[src/rtl/mc_ctrl_fsm.sv]
// mc_ctrl_fsm: multicycle main control FSM for the MIPS datapath.
// Sequences fetch/decode/execute/memory/writeback over one shared ALU and a
// unified memory. Memory states handshake on i_mem_ready and give up after
// WAIT_LIMIT cycles without it.
//
// Ports:
//   i_clk, i_reset        clock (rising edge), synchronous active-high reset
//   i_opcode, i_funct     IR[31:26], IR[5:0]
//   i_mem_ready           memory completes the current access this cycle
//   o_pc_write .. o_alu_src_a   datapath strobes / selects
//   o_alu_src_b           00 B, 01 const 4, 10 sext imm, 11 imm<<2
//   o_pc_source           00 ALU, 01 ALUOut, 10 jump target, 11 rs
//   o_alu_op              00 add, 01 sub, 10 R-type, 11 ori
//   o_state               current state (debug)
//   o_instr_done          pulse in the last cycle of each instruction
//   o_illegal             pulse in DECODE on an unsupported opcode
//   o_mem_timeout         pulse when a memory wait hits WAIT_LIMIT
//
// state  | meaning
// FETCH  | read instruction at PC, PC += 4 on mem_ready
// DECODE | register read, branch target into ALUOut
// MEMADR | lw/sw effective address
// MEMRD  | load data read
// MEMWB  | load writeback
// MEMWR  | store data write
// RTEXEC | R-type ALU operation
// RTWB   | R-type writeback to rd
// BRANCH | beq compare, conditional PC load
// JUMP   | j target into PC
// IEXEC  | addi/ori ALU operation
// IWB    | immediate writeback to rt
// JREG   | jr: rs into PC

module mc_ctrl_fsm #(
  parameter int WAIT_LIMIT = 16,
  parameter int CNT_W      = 5
) (
  input  logic       i_clk,
  input  logic       i_reset,
  input  logic [5:0] i_opcode,
  input  logic [5:0] i_funct,
  input  logic       i_mem_ready,
  output logic       o_pc_write,
  output logic       o_pc_write_cond,
  output logic       o_i_or_d,
  output logic       o_mem_read,
  output logic       o_mem_write,
  output logic       o_mem_to_reg,
  output logic       o_ir_write,
  output logic       o_reg_write,
  output logic       o_reg_dst,
  output logic       o_alu_src_a,
  output logic [1:0] o_alu_src_b,
  output logic [1:0] o_pc_source,
  output logic [1:0] o_alu_op,
  output logic [3:0] o_state,
  output logic       o_instr_done,
  output logic       o_illegal,
  output logic       o_mem_timeout
);

  typedef enum logic [3:0] {
    S_FETCH  = 4'd0,
    S_DECODE = 4'd1,
    S_MEMADR = 4'd2,
    S_MEMRD  = 4'd3,
    S_MEMWB  = 4'd4,
    S_MEMWR  = 4'd5,
    S_RTEXEC = 4'd6,
    S_RTWB   = 4'd7,
    S_BRANCH = 4'd8,
    S_JUMP   = 4'd9,
    S_IEXEC  = 4'd10,
    S_IWB    = 4'd11,
    S_JREG   = 4'd12
  } state_t;

  localparam logic [5:0] OP_RTYPE = 6'h00;
  localparam logic [5:0] OP_J     = 6'h02;
  localparam logic [5:0] OP_BEQ   = 6'h04;
  localparam logic [5:0] OP_ADDI  = 6'h08;
  localparam logic [5:0] OP_ORI   = 6'h0D;
  localparam logic [5:0] OP_LW    = 6'h23;
  localparam logic [5:0] OP_SW    = 6'h2B;
  localparam logic [5:0] FN_JR    = 6'h08;

  localparam logic [CNT_W-1:0] LP_CNT_LAST = CNT_W'(WAIT_LIMIT - 1);

  state_t           r_state;
  state_t           w_state_nxt;
  logic [CNT_W-1:0] r_wait_cnt;
  logic [CNT_W-1:0] w_wait_cnt_nxt;
  logic             w_waiting;
  logic             w_timeout;

  assign w_waiting = (r_state == S_FETCH) || (r_state == S_MEMRD) || (r_state == S_MEMWR);
  // mem_ready in the final wait cycle completes normally instead of timing out
  assign w_timeout = w_waiting && !i_mem_ready && (r_wait_cnt == LP_CNT_LAST);

  // Counter runs only while a memory state holds; every exit (including a
  // timeout back into FETCH) leaves it at zero for the next wait.
  assign w_wait_cnt_nxt = (w_waiting && !i_mem_ready && !w_timeout) ? r_wait_cnt + 1'b1
                                                                    : '0;

  always_ff @(posedge i_clk) begin
    if (i_reset) begin
      r_state    <= S_FETCH;
      r_wait_cnt <= '0;
    end else begin
      r_state    <= w_state_nxt;
      r_wait_cnt <= w_wait_cnt_nxt;
    end
  end

  always_comb begin
    w_state_nxt     = r_state;
    o_pc_write      = 1'b0;
    o_pc_write_cond = 1'b0;
    o_i_or_d        = 1'b0;
    o_mem_read      = 1'b0;
    o_mem_write     = 1'b0;
    o_mem_to_reg    = 1'b0;
    o_ir_write      = 1'b0;
    o_reg_write     = 1'b0;
    o_reg_dst       = 1'b0;
    o_alu_src_a     = 1'b0;
    o_alu_src_b     = 2'b00;
    o_pc_source     = 2'b00;
    o_alu_op        = 2'b00;
    o_instr_done    = 1'b0;
    o_illegal       = 1'b0;

    case (r_state)
      S_FETCH: begin
        o_mem_read  = 1'b1;
        o_alu_src_b = 2'b01;
        if (i_mem_ready) begin
          o_ir_write  = 1'b1;
          o_pc_write  = 1'b1;
          w_state_nxt = S_DECODE;
        end
      end
      S_DECODE: begin
        o_alu_src_b = 2'b11;
        case (i_opcode)
          OP_LW, OP_SW:    w_state_nxt = S_MEMADR;
          OP_RTYPE:        w_state_nxt = (i_funct == FN_JR) ? S_JREG : S_RTEXEC;
          OP_BEQ:          w_state_nxt = S_BRANCH;
          OP_J:            w_state_nxt = S_JUMP;
          OP_ADDI, OP_ORI: w_state_nxt = S_IEXEC;
          default: begin
            o_illegal   = 1'b1;
            w_state_nxt = S_FETCH;
          end
        endcase
      end
      S_MEMADR: begin
        o_alu_src_a = 1'b1;
        o_alu_src_b = 2'b10;
        w_state_nxt = (i_opcode == OP_SW) ? S_MEMWR : S_MEMRD;
      end
      S_MEMRD: begin
        o_mem_read = 1'b1;
        o_i_or_d   = 1'b1;
        if (i_mem_ready) begin
          w_state_nxt = S_MEMWB;
        end else if (w_timeout) begin
          w_state_nxt = S_FETCH;
        end
      end
      S_MEMWB: begin
        o_reg_write  = 1'b1;
        o_mem_to_reg = 1'b1;
        o_instr_done = 1'b1;
        w_state_nxt  = S_FETCH;
      end
      S_MEMWR: begin
        o_mem_write = 1'b1;
        o_i_or_d    = 1'b1;
        if (i_mem_ready) begin
          o_instr_done = 1'b1;
          w_state_nxt  = S_FETCH;
        end else if (w_timeout) begin
          w_state_nxt = S_FETCH;
        end
      end
      S_RTEXEC: begin
        o_alu_src_a = 1'b1;
        o_alu_op    = 2'b10;
        w_state_nxt = S_RTWB;
      end
      S_RTWB: begin
        o_reg_write  = 1'b1;
        o_reg_dst    = 1'b1;
        o_instr_done = 1'b1;
        w_state_nxt  = S_FETCH;
      end
      S_BRANCH: begin
        o_alu_src_a     = 1'b1;
        o_alu_op        = 2'b01;
        o_pc_write_cond = 1'b1;
        o_pc_source     = 2'b01;
        o_instr_done    = 1'b1;
        w_state_nxt     = S_FETCH;
      end
      S_JUMP: begin
        o_pc_write   = 1'b1;
        o_pc_source  = 2'b10;
        o_instr_done = 1'b1;
        w_state_nxt  = S_FETCH;
      end
      S_JREG: begin
        o_pc_write   = 1'b1;
        o_pc_source  = 2'b11;
        o_instr_done = 1'b1;
        w_state_nxt  = S_FETCH;
      end
      S_IEXEC: begin
        o_alu_src_a = 1'b1;
        o_alu_src_b = 2'b10;
        o_alu_op    = (i_opcode == OP_ORI) ? 2'b11 : 2'b00;
        w_state_nxt = S_IWB;
      end
      S_IWB: begin
        o_reg_write  = 1'b1;
        o_instr_done = 1'b1;
        w_state_nxt  = S_FETCH;
      end
      default: w_state_nxt = S_FETCH;
    endcase
  end

  assign o_mem_timeout = w_timeout;
  assign o_state       = r_state;

endmodule

[config.mk]
export PLATFORM = sky130hd
export DESIGN_NAME = mc_ctrl_fsm
export DESIGN_NICKNAME = d
export VERILOG_FILES = /design/src/rtl/mc_ctrl_fsm.sv
export SDC_FILE = /design/constraint.sdc
export NUM_CORES = 1
export LEC_CHECK = 0
export ABC_AREA = 0
export BUFFER_PORTS_ARGS = -buffer_cell sky130_fd_sc_hd__buf_2
export CAP_MARGIN = 20
export CORE_UTILIZATION = 42
export CTS_BUF_LIST = sky130_fd_sc_hd__clkbuf_8 sky130_fd_sc_hd__clkbuf_16
export DETAILED_ROUTE_END_ITERATION = 6
export PLACE_DENSITY_LB_ADDON = 0.1
export SLEW_MARGIN = 20
export SYNTH_ARGS = -nofsm -noshare
export SYNTH_HDL_FRONTEND = slang
export SYNTH_SLANG_ARGS = --single-unit
[constraint.sdc]
create_clock -name i_clk -period 2.6 [get_ports i_clk]
set_input_delay 0.52 -clock i_clk [delete_from_list [all_inputs] [get_ports i_clk]]
set_output_delay 0.52 -clock i_clk [all_outputs]
set_load 0.01 [all_outputs]
==> flow_metrics.py, run 1 <==
metrics = {
    "drt": {
        "drc": 0,
        "viasPerCell": 5.653,
        "first_iter_violations": 30,
        "first_pass_iters": 4,
        "wl_per_cell_um": 11.96,
        "dr_total_vias": 1091,
        "postRouteAntennaNets": 0,
        "wirelength_um": 2309,
    },
    "timing": {
        "clock_skew_ns": 0.01029,
        "period_needed_ns": 2.334,
        "fmax_mhz": 428.5,
        "hold_viol_final": 0,
        "setup_tns_ns": 0,
        "tightest_slew_ns": 0.7525,
        "min_period_over_period": 0.8976,
        "rsz0062_at_grt": "false",
        "finalSetupViolCount": 0,
        "relSlewSlack": 0.4977,
        "maxSlewViolCount": 0,
    },
    "critical_path": {
        "startpoint_type": "register",
        "worstSetupPathType": "reg2out",
        "cp-end-kind": "primary output",
        "critPathMaxFanout": 24,
        "crit_required_ns": 2.08,
        "crit_arrival_ns": 1.81,
    },
    "place": {
        "routabilityCongestion": 0.8390,
        "dp_hpwl_um": 1690,
        "dpl_cell_area_um2": 1111,
        "placed_cells": 189,
        "portBuffers": 37,
    },
    "synth": {
        "synth.most_common_cell": "nor2_1",
        "synthDistinctLibCells": 48,
        "synthTopCellsByCount": "nor2_1 (24), dfxtp_1 (9), nand2_1 (7), nand2b_1 (7)",
        "synth_fp_nets": 149,
        "synth.largest_area_cell": "dfxtp_1",
        "yosysWarnings": 0,
        "async_flop_share": 0,
        "syn_area_um2": 922.1,
        "yosysTopAreaCellShare": 0.1954,
        "avgSynthCellArea_um2": 6.986,
        "syn_inst": 132,
        "ys_ff_latch": 9,
        "synth.area.top_cells": "dfxtp_1 (20%), nor2_1 (9.8%), nand2b_1 (4.7%)",
        "yosysSeqAreaShare": 0.1954,
        "synth-main-ff-cell": "dfxtp_1",
        "synth-edff-count": 0,
    },
    "clock_network": {
        "clk_path_buf_depth": 2,
        "cts_tree": "built",
        "cts-buffers-inserted": 3,
        "cts.repair.resized": 0,
        "postCtsSetupRepairBufs": 0,
        "clockRootBuffer": "clkbuf_8",
        "clock_latency_ns": 0.24,
        "cts.hold.buffers_added": 0,
        "cts.sinks": 9,
        "clkTransAtPathRegs_ns": 0.05,
        "h-tree-depth": 1,
    },
    "run": {
        "maxCapViolCount": 0,
    },
    "global_routing": {
        "grt_max_degree": 25,
        "grt_use_total": 0.2030,
        "grt_pass1_wl_um": 3898,
        "antenna_found_initial": 0,
        "grt_pass1_vias": 931,
        "overflow": 0,
    },
    "cells_and_area": {
        "nets": 184,
        "finalInstanceArea_um2": 1156,
        "area_growth_pct": 25.37,
        "diodes": 0,
        "fin_cells": 193,
        "drive_above_1_share": 0.2711,
    },
    "status": {
        "status": "finished clean",
    },
    "worst_hold_path": {
        "hp-class": "reg2reg",
    },
    "power": {
        "leakagePower_nw": 0.5339,
        "peakVddDrop_mv": 0.3043,
        "power_density_nw_per_um2": 340.8,
    },
    "floorplanning": {
        "ioPinCount": 38,
        "die_area_um2": 2387,
        "fp.dieW_um": 48.86,
        "rows": 16,
        "initial_core_util": 0.4561,
        "fp.coreArea_um2": 2022,
        "fp.dieH_um": 48.86,
    },
}
[logic make-up (layout without fill, tap and decap cells)]
family                   after synthesis  in the layout  synth area share
buffers and inverters                 15             49           0.07326
flip-flops                             9              9            0.1954
AO/OA/AOI/OAI                         33             33            0.2605
XOR/XNOR                               5              5           0.04750
AND/OR/NAND/NOR                       68             68            0.3962
adder cells (fa/ha/maj)                2              2           0.02713
[registers in the layout, summed over array words and instances (netlist names)]
name / count
o_state: 4
r_wait_cnt: 5
[cell usage in the layout (no fill, tap or decap), types with 5 or more instances in the layout]
cell / instances
nand2_1: 7
nor2_1: 24
nand2b_1: 7
a21oi_1: 5
buf_2: 37
inv_1: 7
dfxtp_1: 9
nor3_1: 5
[path summary, 6_finish.rpt]
| check | startpoint | slack, ns | end | depth (start not counted) |
|---|---|---|---|---|
| hold / removal | r_wait_cnt[0] | 0.44 | r_wait_cnt[0] | 1 |
| hold reg to reg | r_wait_cnt[0] | 0.44 | r_wait_cnt[0] | 1 |
| setup / recovery | o_state[2] | 0.27 | o_pc_write | 4 |
| setup reg to reg | r_wait_cnt[0] | 0.46 | o_state[1] | 7 |
[report_power, final]
group	total (mW)	internal, mW	switching, mW
clock network	0.159	0.103	0.0559
registers	0.151	0.142	0.00926
logic	0.0844	0.0370	0.0474
total	0.394	0.281	0.113
[through the flow]
step | worst slack, ns | power [mW] | util | hold slack [ns]
after floorplan | 0.5328 | 0.2043 | - | 0.4179
after global placement | 0.3852 | 0.2365 | 0.5495 | 0.4294
after detailed placement | 0.3812 | 0.2377 | 0.5495 | 0.4450
after CTS | 0.2679 | 0.3968 | 0.5718 | 0.4544
after global routing | 0.1395 | 0.4150 | 0.5718 | 0.4827
final | 0.2663 | 0.3940 | 0.5718 | 0.4434
[worst max-delay path: stages, from the launching register on]
cell	delay [ns]
dfxtp_1	0.80
xor2_1	0.17
nor2b_1	0.18
or2_2	0.28
buf_2	0.14
[layout make-up]
| class | instances | area, um2 |
|---|---|---|
| fill | 212 | 865.8 |
| multi-input combinational | 108 | 674.4 |
| timing repair buffer | 39 | 200.2 |
| sequential | 9 | 180.2 |
| clock buffer | 3 | 41.29 |
| tap | 27 | 33.78 |
| inverter | 6 | 22.52 |
| clock inverter | 1 | 3.754 |
[routing by layer]
layer	routed length, um	GRT usage	vias up
li1	-	-	553
met1	1143	0.2696	497
met2	1015	0.3264	39
met3	134	0.04984	2
met4	16	0.05392	0
met5	0	0	-
Note: power is estimated with default switching activity, not from simulation.
==> run 2: changes to the inputs <==
- RECOVER_POWER: unset -> 25
- SKIP_CTS_REPAIR_TIMING: unset -> 1
==> flow_metrics.py, run 2 (synthesized netlist as in run 1, its figures left out) <==
metrics = {
    "status": {
        "status": "finished clean",
    },
    "timing": {
        "finalSetupViolCount": 0,
        "hold_viol_final": 0,
        "tightest_slew_ns": 0.7931,
        "fmax_mhz": 429.0,
        "rsz0062_at_grt": "false",
        "period_needed_ns": 2.331,
        "clock_skew_ns": 0.01030,
        "whs_ns": 0.4434,
        "setup_tns_ns": 0,
        "min_period_over_period": 0.8965,
        "relSlewSlack": 0.4713,
        "maxSlewViolCount": 0,
    },
    "cells_and_area": {
        "drive_above_1_share": 0.2470,
        "fin_cells": 193,
        "layout_commonest_cell": "buf_2",
        "regMostFlops": "r_wait_cnt",
        "fillers": 211,
        "final_cell_mix": "buf_2 (35), nor2_1 (24), dfxtp_1 (9)",
        "nets": 184,
        "largest_reg_flops": 5,
        "diodes": 0,
        "area_growth_pct": 24.29,
    },
    "global_routing": {
        "grt_max_degree": 25,
        "grt_pass1_wl_um": 3898,
        "overflow": 0,
        "grt_pass1_vias": 931,
        "antenna_found_initial": 0,
        "grt_use_total": 0.2030,
    },
    "critical_path": {
        "path_cells": "or4b_4, nor2_1, buf_2",
        "crit_required_ns": 2.08,
        "startpoint_type": "register",
        "worstSetupPathType": "reg2out",
        "rrSetupSlack_ns": 0.46,
        "crit_arrival_ns": 1.81,
        "rr_worst_depth": 7,
        "cp-end-kind": "primary output",
        "crit_slowest_cell": "dfxtp_1",
        "critPathMaxFanout": 21,
        "max_stage_delay_ns": 0.75,
        "timing.rr.start": "r_wait_cnt[0]",
        "timing.rr.end": "o_state[1]",
    },
    "place": {
        "placed_cells": 189,
        "routabilityCongestion": 0.8390,
        "dp_hpwl_um": 1690,
        "portBuffers": 37,
    },
    "floorplanning": {
        "fp.dieW_um": 48.86,
        "initial_core_util": 0.4561,
        "die_area_um2": 2387,
        "fp.dieH_um": 48.86,
        "ioPinCount": 38,
        "fp.coreArea_um2": 2022,
        "rows": 16,
    },
    "clock_network": {
        "clk_path_buf_depth": 2,
        "clock_latency_ns": 0.24,
        "cts_tree": "built",
        "cts-buffers-inserted": 3,
        "clkTransAtPathRegs_ns": 0.05,
        "cts.sinks": 9,
        "h-tree-depth": 1,
        "clockRootBuffer": "clkbuf_8",
    },
    "drt": {
        "drc": 0,
        "dr_total_vias": 1093,
        "postRouteAntennaNets": 0,
        "first_pass_iters": 4,
        "wl_per_cell_um": 11.92,
        "first_iter_violations": 29,
        "viasPerCell": 5.663,
        "wirelength_um": 2301,
    },
    "power": {
        "power_density_nw_per_um2": 343.4,
        "peakVddDrop_mv": 0.3042,
        "total_power_mw": 0.3936,
        "leakagePower_nw": 0.5173,
    },
    "worst_hold_path": {
        "hold_depth": 1,
        "min-delay-start": "r_wait_cnt[0]",
        "min_to": "r_wait_cnt[0]",
        "hp-class": "reg2reg",
    },
    "run": {
        "maxCapViolCount": 0,
    },
}
[run 2: cell count changes in the layout (fill, tap and decap cells not counted), sizes merged]
cell    delta
buf        -4
clkbuf     +4
[run 2: layer usage]
| metal | global-route usage | up-vias | part of all wire |
|---|---|---|---|
| met5 | 0 | - | 0 |
| li1 | - | 553 | - |
| met2 | 0.3264 | 42 | 0.44 |
| met1 | 0.2696 | 496 | 0.49 |
| met3 | 0.04984 | 2 | 0.063 |
| met4 | 0.05392 | 0 | 0.0070 |
[run 2: where the power goes]
part | internal, mW | switching, mW
combinational | 0.0366 | 0.0473
clock | 0.103 | 0.0559
sequential | 0.142 | 0.00923
[run 2: worst max path at each step]
stage | from | to
2_1_floorplan | r_wait_cnt[0] | o_state[1]
6_report | o_state[0] | o_illegal
3_3_place_gp | i_opcode[0] | o_illegal
3_5_place_dp | i_opcode[0] | o_illegal
5_1_grt | o_state[2] | o_mem_timeout
4_1_cts | o_state[2] | o_pc_write
[run 2: per-stage QoR]
stage	setup slack, ns	util	instance area [um2]
after global routing	0.1366	0.5668	1146
after global placement	0.3852	0.5495	1111
final	0.2692	0.5668	1146
after floorplan	0.5328	-	922.1
after CTS	0.2679	0.5718	1156
after detailed placement	0.3812	0.5495	1111
[run 2: layout make-up]
type | instances | area [um2] | area share
multi-input cells | 108 | 674.4 | 0.5884
repair buffers | 39 | 190.2 | 0.1659
flip-flops and latches | 9 | 180.2 | 0.1572
clock buffers | 3 | 41.29 | 0.03603
well taps | 27 | 33.78 | 0.02948
inverters | 6 | 22.52 | 0.01965
clock inverters | 1 | 3.754 | 0.003275
[run 2: critical path: cells and delay by family (launching register included)]
| kind | cells | cell delay, ns |
|---|---|---|
| flops | 1 | 0.75 |
| buf+inv | 1 | 0.14 |
| simple gates | 2 | 0.68 |
==> run 3: changes to the inputs <==
- CORE_UTILIZATION: 42 -> 35
- clock period: 2.6 -> 2.8 ns (I/O delays scaled with it)
==> flow_metrics.py, run 3 (synthesized netlist as in run 1, its figures left out) <==
metrics = {
    "critical_path": {
        "startpoint_type": "register",
        "critPathLaunch": "o_state[3]",
        "crit_end": "o_pc_write",
        "crit_arrival_ns": 1.83,
        "worstSetupPathType": "reg2out",
        "rr_worst_depth": 7,
        "crit_slowest_cell": "dfxtp_1",
        "max_stage_delay_ns": 0.86,
        "crit_required_ns": 2.24,
        "timing.rr.end": "o_state[1]",
        "critPathMaxFanout": 25,
        "cp-end-kind": "primary output",
        "rrSetupSlack_ns": 0.61,
        "path_cells": "nor2_1, nand2_1, nor3_1, or2_2, buf_2",
        "timing.rr.start": "r_wait_cnt[0]",
    },
    "timing": {
        "maxSlewViolCount": 0,
        "finalSetupViolCount": 0,
        "tightest_slew_ns": 0.8335,
        "fmax_mhz": 418.3,
        "rsz0062_at_grt": "false",
        "hold_viol_final": 0,
        "min_period_over_period": 0.8539,
        "period_needed_ns": 2.391,
        "clock_skew_ns": 0.002071,
        "relSlewSlack": 0.4436,
        "setup_tns_ns": 0,
    },
    "clock_network": {
        "cts.sinks": 9,
        "clock_latency_ns": 0.23,
        "clkTransAtPathRegs_ns": 0.04,
        "cts-buffers-inserted": 3,
        "clk_path_buf_depth": 2,
        "cts_tree": "built",
        "clockRootBuffer": "clkbuf_8",
        "h-tree-depth": 1,
    },
    "floorplanning": {
        "fp.dieW_um": 53.33,
        "fp.dieH_um": 53.33,
        "initial_core_util": 0.3722,
        "rows": 18,
        "ioPinCount": 38,
        "fp.coreArea_um2": 2477,
        "die_area_um2": 2844,
    },
    "drt": {
        "postRouteAntennaNets": 0,
        "wl_per_cell_um": 12.55,
        "first_pass_iters": 4,
        "viasPerCell": 5.487,
        "routed-wl-met2_um": 1044,
        "m1WireLength_um": 1202,
        "wirelength_um": 2448,
        "first_iter_violations": 38,
        "dr_total_vias": 1070,
        "wl_met3_um": 163,
        "top_layer": "met4",
        "drc": 0,
    },
    "place": {
        "placed_cells": 191,
        "portBuffers": 37,
        "routabilityCongestion": 0.7913,
        "dpl_cell_area_um2": 1107,
        "dp_hpwl_um": 1734,
    },
    "global_routing": {
        "antenna_found_initial": 0,
        "grt_pass1_vias": 864,
        "grt_pass1_wl_um": 3891,
        "overflow": 0,
        "grt_use_total": 0.1865,
        "grt_max_degree": 26,
    },
    "cells_and_area": {
        "layout_commonest_cell": "buf_2",
        "diodes": 0,
        "drive_above_1_share": 0.2545,
        "finalInstanceArea_um2": 1147,
        "fin_util": 0.4631,
        "fin_cells": 195,
        "regMostFlops": "r_wait_cnt",
        "nets": 183,
        "largest_reg_flops": 5,
        "area_growth_pct": 24.42,
        "final_cell_mix": "buf_2 (36), nor2_1 (24), dfxtp_1 (9)",
    },
    "power": {
        "total_power_mw": 0.3661,
        "peakVddDrop_mv": 0.3247,
        "leakagePower_nw": 0.5201,
        "power_density_nw_per_um2": 319.1,
    },
    "worst_hold_path": {
        "hp-class": "reg2reg",
        "min-delay-start": "r_wait_cnt[0]",
    },
    "run": {
        "maxCapViolCount": 0,
    },
    "status": {
        "status": "finished clean",
    },
}
==> run 3: cell types whose count changed in the layout (fill, tap and decap cells not counted), sizes merged <==
cell / change
buf: +1
clkbuf: -2
==> run 3: power by group <==
part | total (mW) | switching [mW] | internal [mW]
logic | 0.0788 | 0.0448 | 0.0340
registers | 0.140 | 0.00869 | 0.132
clock network | 0.147 | 0.0516 | 0.0955
total | 0.366 | 0.105 | 0.261
==> run 3: area by class of cell <==
cell class	instances	area [um2]
Tap cell	30	37.54
Clock inverter	1	3.754
Timing Repair Buffer	38	187.7
Sequential cell	9	180.2
Inverter	6	22.52
Multi-Input combinational cell	108	674.4
Clock buffer	3	41.29
Fill cell	273	1330
==> run 3: worst min path at each step <==
stage | end | slack, ns | depth (start not counted)
2_1_floorplan | r_wait_cnt[0] | 0.42 | 1
3_3_place_gp | r_wait_cnt[0] | 0.43 | 1
3_5_place_dp | r_wait_cnt[0] | 0.44 | 1
4_1_cts | r_wait_cnt[0] | 0.45 | 1
5_1_grt | r_wait_cnt[0] | 0.48 | 1
6_report | r_wait_cnt[0] | 0.44 | 1
==> run 3: per-stage QoR <==
| step | setup WS, ns | hold WS, ns |
|---|---|---|
| after floorplan | 0.7328 | 0.4179 |
| after detailed placement | 0.4840 | 0.4375 |
| after global routing | 0.2445 | 0.4791 |
| after global placement | 0.5389 | 0.4297 |
| final | 0.4092 | 0.4422 |
| after CTS | 0.4216 | 0.4477 |
==> run 3: worst max-delay path, delay by kind of cell (launching register included) <==
kind | cells | cell delay, ns
buffers and inverters | 1 | 0.14
and+or+nand+nor | 4 | 0.60
DFF | 1 | 0.86
==> run 3: layer usage <==
metal	GRT usage	up-vias
li1	-	552
met2	0.2938	45
met5	0	-
met1	0.2369	467
met3	0.04598	6
met4	0.07895	0
